**src/rtl/intersection_scheduler_if.sv**
```systemverilog
// Signal bundle between the intersection scheduler and its environment.
// The emerg input exists only when EMERGENCY_PREEMPT_EN is defined.
interface intersection_scheduler_if;
    logic       side_sensor;
    logic       ped_req;
`ifdef EMERGENCY_PREEMPT_EN
    logic       emerg;
`endif
    logic       main_r, main_y, main_g;
    logic       side_r, side_y, side_g;
    logic       walk;
    logic [2:0] state_o;

    modport master (
`ifdef EMERGENCY_PREEMPT_EN
        output emerg,
`endif
        output side_sensor, ped_req,
        input  main_r, main_y, main_g, side_r, side_y, side_g, walk, state_o
    );

    modport slave (
`ifdef EMERGENCY_PREEMPT_EN
        input  emerg,
`endif
        input  side_sensor, ped_req,
        output main_r, main_y, main_g, side_r, side_y, side_g, walk, state_o
    );
endinterface

```
**src/rtl/intersection_scheduler.sv**
```systemverilog
// Two-road intersection phase scheduler with latched side/pedestrian requests.
// Optional emergency pre-emption is enabled by defining EMERGENCY_PREEMPT_EN.
module intersection_scheduler #(
    parameter int unsigned TW        = 8,
    parameter int unsigned MAIN_MIN  = 20,
    parameter int unsigned SIDE_MIN  = 8,
    parameter int unsigned SIDE_MAX  = 16,
    parameter int unsigned YEL_T     = 4,
    parameter int unsigned AR_T      = 2,
    parameter int unsigned WALK_T    = 10,
    parameter int unsigned PED_CLR_T = 6
) (
    input logic               clk,
    input logic               rst_n,
    intersection_scheduler_if.slave bus
);
    typedef enum logic [2:0] {
        StMainGreen  = 3'd0,
        StMainYellow = 3'd1,
        StAllRedA    = 3'd2,
        StSideGreen  = 3'd3,
        StSideYellow = 3'd4,
        StAllRedB    = 3'd5,
        StPedWalk    = 3'd6,
        StPedClear   = 3'd7
    } state_e;

    localparam logic [TW-1:0] MainLast    = TW'(MAIN_MIN - 1);
    localparam logic [TW-1:0] SideMinLast = TW'(SIDE_MIN - 1);
    localparam logic [TW-1:0] SideMaxLast = TW'(SIDE_MAX - 1);
    localparam logic [TW-1:0] YelLast     = TW'(YEL_T - 1);
    localparam logic [TW-1:0] ArLast      = TW'(AR_T - 1);
    localparam logic [TW-1:0] WalkLast    = TW'(WALK_T - 1);
    localparam logic [TW-1:0] PedClrLast  = TW'(PED_CLR_T - 1);

    // {main_r, main_y, main_g, side_r, side_y, side_g, walk}
    localparam logic [6:0] LampsAllRed = 7'b100_100_0;

    state_e        state_q, state_d;
    logic [TW-1:0] timer_q, timer_d;
    logic          side_pend_q, side_pend_d;
    logic          ped_pend_q, ped_pend_d;
    logic [6:0]    lamps_q, lamps_d;
    logic          emerg_act;

`ifdef EMERGENCY_PREEMPT_EN
    assign emerg_act = bus.emerg;
`else
    assign emerg_act = 1'b0;
`endif

    always_comb begin
        state_d = state_q;
        case (state_q)
            StMainGreen:
                if (!emerg_act && timer_q >= MainLast && (side_pend_q || ped_pend_q))
                    state_d = StMainYellow;
            StMainYellow: if (timer_q == YelLast) state_d = StAllRedA;
            StAllRedA:
                if (timer_q == ArLast) state_d = side_pend_q ? StSideGreen : StPedWalk;
            StSideGreen:
                if (emerg_act || (timer_q >= SideMinLast && !bus.side_sensor) ||
                    timer_q == SideMaxLast)
                    state_d = StSideYellow;
            StSideYellow: if (timer_q == YelLast) state_d = StAllRedB;
            StAllRedB:
                if (timer_q == ArLast)
                    state_d = (ped_pend_q && !emerg_act) ? StPedWalk : StMainGreen;
            StPedWalk: if (emerg_act || timer_q == WalkLast) state_d = StPedClear;
            StPedClear: if (timer_q == PedClrLast) state_d = StMainGreen;
            default: state_d = StAllRedB;
        endcase
    end

    always_comb begin
        if (state_d != state_q) begin
            timer_d = '0;
        end else if (state_q == StMainGreen && timer_q >= MainLast) begin
            timer_d = timer_q;
        end else begin
            timer_d = timer_q + 1'b1;
        end
    end

    // A new request on the serving edge wins over the clear.
    always_comb begin
        side_pend_d = bus.side_sensor |
                      (side_pend_q & ~(state_d == StSideGreen && state_q != StSideGreen));
        ped_pend_d  = bus.ped_req |
                      (ped_pend_q & ~(state_d == StPedWalk && state_q != StPedWalk));
    end

    always_comb begin
        lamps_d = LampsAllRed;
        case (state_d)
            StMainGreen:  lamps_d = 7'b001_100_0;
            StMainYellow: lamps_d = 7'b010_100_0;
            StSideGreen:  lamps_d = 7'b100_001_0;
            StSideYellow: lamps_d = 7'b100_010_0;
            StPedWalk:    lamps_d = 7'b100_100_1;
            default:      lamps_d = LampsAllRed;
        endcase
    end

    always_ff @(posedge clk or negedge rst_n) begin
        if (!rst_n) begin
            state_q     <= StAllRedB;
            timer_q     <= '0;
            side_pend_q <= 1'b0;
            ped_pend_q  <= 1'b0;
            lamps_q     <= LampsAllRed;
        end else begin
            state_q     <= state_d;
            timer_q     <= timer_d;
            side_pend_q <= side_pend_d;
            ped_pend_q  <= ped_pend_d;
            lamps_q     <= lamps_d;
        end
    end

    assign {bus.main_r, bus.main_y, bus.main_g, bus.side_r, bus.side_y, bus.side_g,
            bus.walk} = lamps_q;
    assign bus.state_o = state_q;
endmodule
```
**src/flat_wrapper.sv**
```systemverilog
// flat-port wrapper written by rule: the top's interface ports become plain ports
module intersection_scheduler_flat 
#(
    parameter int unsigned TW        = 8,
    parameter int unsigned MAIN_MIN  = 20,
    parameter int unsigned SIDE_MIN  = 8,
    parameter int unsigned SIDE_MAX  = 16,
    parameter int unsigned YEL_T     = 4,
    parameter int unsigned AR_T      = 2,
    parameter int unsigned WALK_T    = 10,
    parameter int unsigned PED_CLR_T = 6
)
  (clk, rst_n, bus_side_sensor, bus_ped_req, bus_main_r, bus_main_y, bus_main_g, bus_side_r, bus_side_y, bus_side_g, bus_walk, bus_state_o);
  intersection_scheduler_if bus_i ();
  input logic clk;
  input logic rst_n;
  input wire logic [$bits(bus_i.side_sensor)-1:0] bus_side_sensor;
  input wire logic [$bits(bus_i.ped_req)-1:0] bus_ped_req;
  output wire logic [$bits(bus_i.main_r)-1:0] bus_main_r;
  output wire logic [$bits(bus_i.main_y)-1:0] bus_main_y;
  output wire logic [$bits(bus_i.main_g)-1:0] bus_main_g;
  output wire logic [$bits(bus_i.side_r)-1:0] bus_side_r;
  output wire logic [$bits(bus_i.side_y)-1:0] bus_side_y;
  output wire logic [$bits(bus_i.side_g)-1:0] bus_side_g;
  output wire logic [$bits(bus_i.walk)-1:0] bus_walk;
  output wire logic [$bits(bus_i.state_o)-1:0] bus_state_o;
  assign bus_i.side_sensor = bus_side_sensor;
  assign bus_i.ped_req = bus_ped_req;
  assign bus_main_r = bus_i.main_r;
  assign bus_main_y = bus_i.main_y;
  assign bus_main_g = bus_i.main_g;
  assign bus_side_r = bus_i.side_r;
  assign bus_side_y = bus_i.side_y;
  assign bus_side_g = bus_i.side_g;
  assign bus_walk = bus_i.walk;
  assign bus_state_o = bus_i.state_o;
  intersection_scheduler #(.TW(TW), .MAIN_MIN(MAIN_MIN), .SIDE_MIN(SIDE_MIN), .SIDE_MAX(SIDE_MAX), .YEL_T(YEL_T), .AR_T(AR_T), .WALK_T(WALK_T), .PED_CLR_T(PED_CLR_T)) u_core (.clk(clk), .rst_n(rst_n), .bus(bus_i));
endmodule
```
**config.mk**
```make
export PLATFORM = sky130hd
export DESIGN_NAME = intersection_scheduler_flat
export DESIGN_NICKNAME = d
export VERILOG_FILES = /design/src/rtl/intersection_scheduler_if.sv /design/src/rtl/intersection_scheduler.sv /design/src/flat_wrapper.sv
export SDC_FILE = /design/constraint.sdc
export NUM_CORES = 1
export LEC_CHECK = 0
export BUFFER_PORTS_ARGS = -buffer_cell sky130_fd_sc_hd__buf_4
export CAP_MARGIN = 5
export CELL_PAD_IN_SITES_DETAIL_PLACEMENT = 0
export CELL_PAD_IN_SITES_GLOBAL_PLACEMENT = 1
export CORE_ASPECT_RATIO = 0.75
export CORE_UTILIZATION = 47
export DETAILED_ROUTE_END_ITERATION = 8
export PLACE_DENSITY_LB_ADDON = 0.08
export SYNTH_ARGS = -nofsm -noshare
export SYNTH_HDL_FRONTEND = slang
export SYNTH_SLANG_ARGS = --single-unit
export TNS_END_PERCENT = 100
```
**constraint.sdc**
```tcl
create_clock -name clk -period 4.3 [get_ports clk]
set_input_delay 0.86 -clock clk [delete_from_list [all_inputs] [get_ports clk]]
set_output_delay 0.86 -clock clk [all_outputs]
set_load 0.1 [all_outputs]
```
==> out/metrics.csv <==
stage,metric,value,unit
synthesis,synthMuxAreaShare,0.8247,%
timing,finalSetupViolCount,0,
routing,viasPerCell,5.838,
timing,fmax,437.6,MHz
synthesis,ys_seq_elements,20,
global_route,gr-total-overflow,0,
routing,wl,2648,um
floorplanning,ios,14,
floorplanning,start_util,51.32,%
clock_network,insertion_delay,0.31,ns
synthesis,synth_adder_area_share,2.062,%
synthesis,synthXorXnorAreaFrac,5.773,%
floorplanning,dieWidth,60.68,um
cells_and_area,layout.nets,140,
synthesis,syn_nets,127,
clock_network,clock_path_buffers,2,
clock_network,path_clk_slew,0.11,ns
clock_network,cts_tree,built,
synthesis,ys_seq_area_share,41.65,%
synthesis,synth_top_area_share,32.99,%
power,peakVddDrop,0.5437,mV
global_route,use_met1,33.86,%
routing,drt_iter0_markers,50,
setup_path,cp.required,4.48,ns
synthesis,async_flop_share,100.0,%
power,pwr_density_cell,830.4,nW/um^2
clock_network,post_cts_resized,0,
floorplanning,die-area,2792,um^2
power,total_leakage_power,0.6029,nW
run,maxCapViolations,0,
timing,slew_headroom,60.31,%
clock_network,holdBufCountCts,0,
timing,fin_crit,2.285,ns
placed_design,routabilityCongestion,0.7820,
synthesis,synth-edff-count,0,
cells_and_area,drive_gt1_share,22.56,%
cells_and_area,area_growth,12.99,%
status,status,finished clean,
synthesis,synth_commonest_cells,"dfrtp_1 (16), nor3_1 (12), nand2_1 (10), nor2b_1 (7), xnor2_1 (6)",
placed_design,port_buffers,13,
setup_path,critPathKind,reg2reg,
synthesis,synth_area_leaders,"dfrtp_1 (33%), dfstp_2 (8.7%), nor4_4 (5.3%)",
routing,dr.pass1.iters,4,
synthesis,yosys.area.top_type,dfrtp_1,
global_route,grt_max_degree,21,
clock_network,post-cts-setup-buffers,0,
global_route,grt_pass1_vias,868,
synthesis,ys_warn_count,0,
timing,rsz0062_at_grt,false,
setup_path,arrival,2.46,ns
floorplanning,rows,15,
routing,antenna_left,0,
global_route,grt_antenna_before_repair,0,
min_path,worstHoldPathType,in2async,
clock_network,cts.sinks,20,
global_route,track_usage,22.15,%
synthesis,synth_area,1214,um^2
timing,finClkSkew,0.003881,ns
cells_and_area,post-route-util,57.99,%
synthesis,syn_avg_cell_area,10.03,um^2
synthesis,ys_types,42,
synthesis,synth_ff_type,dfrtp_1,
clock_network,h-tree-depth,1,
setup_path,path_max_fanout,10,
timing,slew_viol_final,0,
synthesis,yosysMostFrequentCell,dfrtp_1,
clock_network,root_buffer,clkbuf_4,
placed_design,dp_hpwl,1941,um
setup_path,critPathLaunchType,flop,
synthesis,synth_compound_area_share,17.63,%
floorplanning,core-area,2365,um^2
setup_path,critPathCaptureType,flop,
synthesis,syn_inst,121,
floorplanning,fp.dieH,46.01,um
routing,wl_per_cell,15.86,um
global_route,grt_busiest_layer,met1,
synthesis,synthSimpleGateAreaFrac,28.97,%
cells_and_area,antenna_cells,0,
routing,vias,975,
global_route,use_met3,6.534,%
global_route,grt_pass1_wl,4374,um
synthesis,synth_top_family_by_area,simple AND/OR/NAND/NOR gates,
routing,drc,0,
timing,worst_pin_slew,0.5918,ns
timing,fin_tns_setup,0,ns
clock_network,cts-buffers-inserted,3,
timing,finalHoldViolations,0,
timing,period_share,53.15,%
global_route,gr-usage-met2,29.45,%
cell usage in the layout, fill, tap and decap left out, types with 3 or more instances in the layout:
cell / n
dfrtp_1: 16
buf_4: 13
nor3_1: 12
nand2_1: 10
nor2b_1: 7
xnor2_1: 6
inv_1: 5
nor2_1: 5
nor3b_1: 4
dfstp_2: 4
nor4_4: 3
nand4_1: 3
and2_1: 3
clkbuf_4: 3
flip-flops by register name (all words and copies together) (netlist names):
name and count:
u_core.bus.state_o 3, u_core.lamps_q 7, u_core.ped_pend_q 1, u_core.side_pend_q 1, u_core.timer_q 8
report_power, final:
part / switching, mW / leakage [nW] / internal, mW
clock: 0.0585 / 0.0210 / 0.0517
sequential: 0.0836 / 0.246 / 0.260
combinational: 0.490 / 0.335 / 0.195
cells by family after synthesis:
kind of cell / count (synthesis)
AOI/OAI and AO/OA: 24
xor gates and xnor gates: 8
adders and majority gates: 2
buffers and inverters: 10
DFF: 20
muxes: 1
and+or+nand+nor: 56
layout make-up:
cell class	count	area (um^2)
multi-input cells	91	670.6
repair buffers	13	97.59
inverters	5	18.77
fillers	221	993.5
clock buffers	4	36.28
well taps	34	42.54
flip-flops and latches	20	505.5
final timing paths:
kind                                          from            endpoint  slack (ns)  cells past startpoint
worst max-delay path             u_core.timer_q[6]   u_core.timer_q[5]        2.01                      5
worst min register to register  u_core.side_pend_q  u_core.side_pend_q        0.61                      2
min in group clk                u_core.side_pend_q  u_core.side_pend_q        0.61                      2
max in group asynchronous                    rst_n   u_core.lamps_q[3]        3.62                      1
worst max register to register   u_core.timer_q[6]   u_core.timer_q[5]        2.01                      5
worst min-delay path                         rst_n   u_core.timer_q[0]        0.41                      1
per-layer routing:
metal,up-vias,part of all wire (%)
met3,6,7.2
met2,38,42
li1,468,-
met4,0,1.4
met1,463,49
met5,-,0
per-stage QoR:
stage	area (um^2)	std cells	setup WS, ns	power, mW	hold WS, ns
after global placement	1335	163	2.081	1.024	0.6032
final	1371	167	2.015	1.139	0.4074
after CTS	1371	167	2.019	1.138	0.4179
after floorplan	1214	121	1.833	0.8896	0.5374
after detailed placement	1335	163	2.032	1.027	0.6002
after global routing	1371	167	1.838	1.206	0.4178
critical path, stage by stage, from the launching register on:
cell,delay [ns]
dfrtp_1,0.48
nor4_4,0.55
a2111oi_1,0.18
a41o_2,0.33
nor4_4,0.49
nor3_1,0.12
No activity file was read; power rests on OpenSTA's default activity.
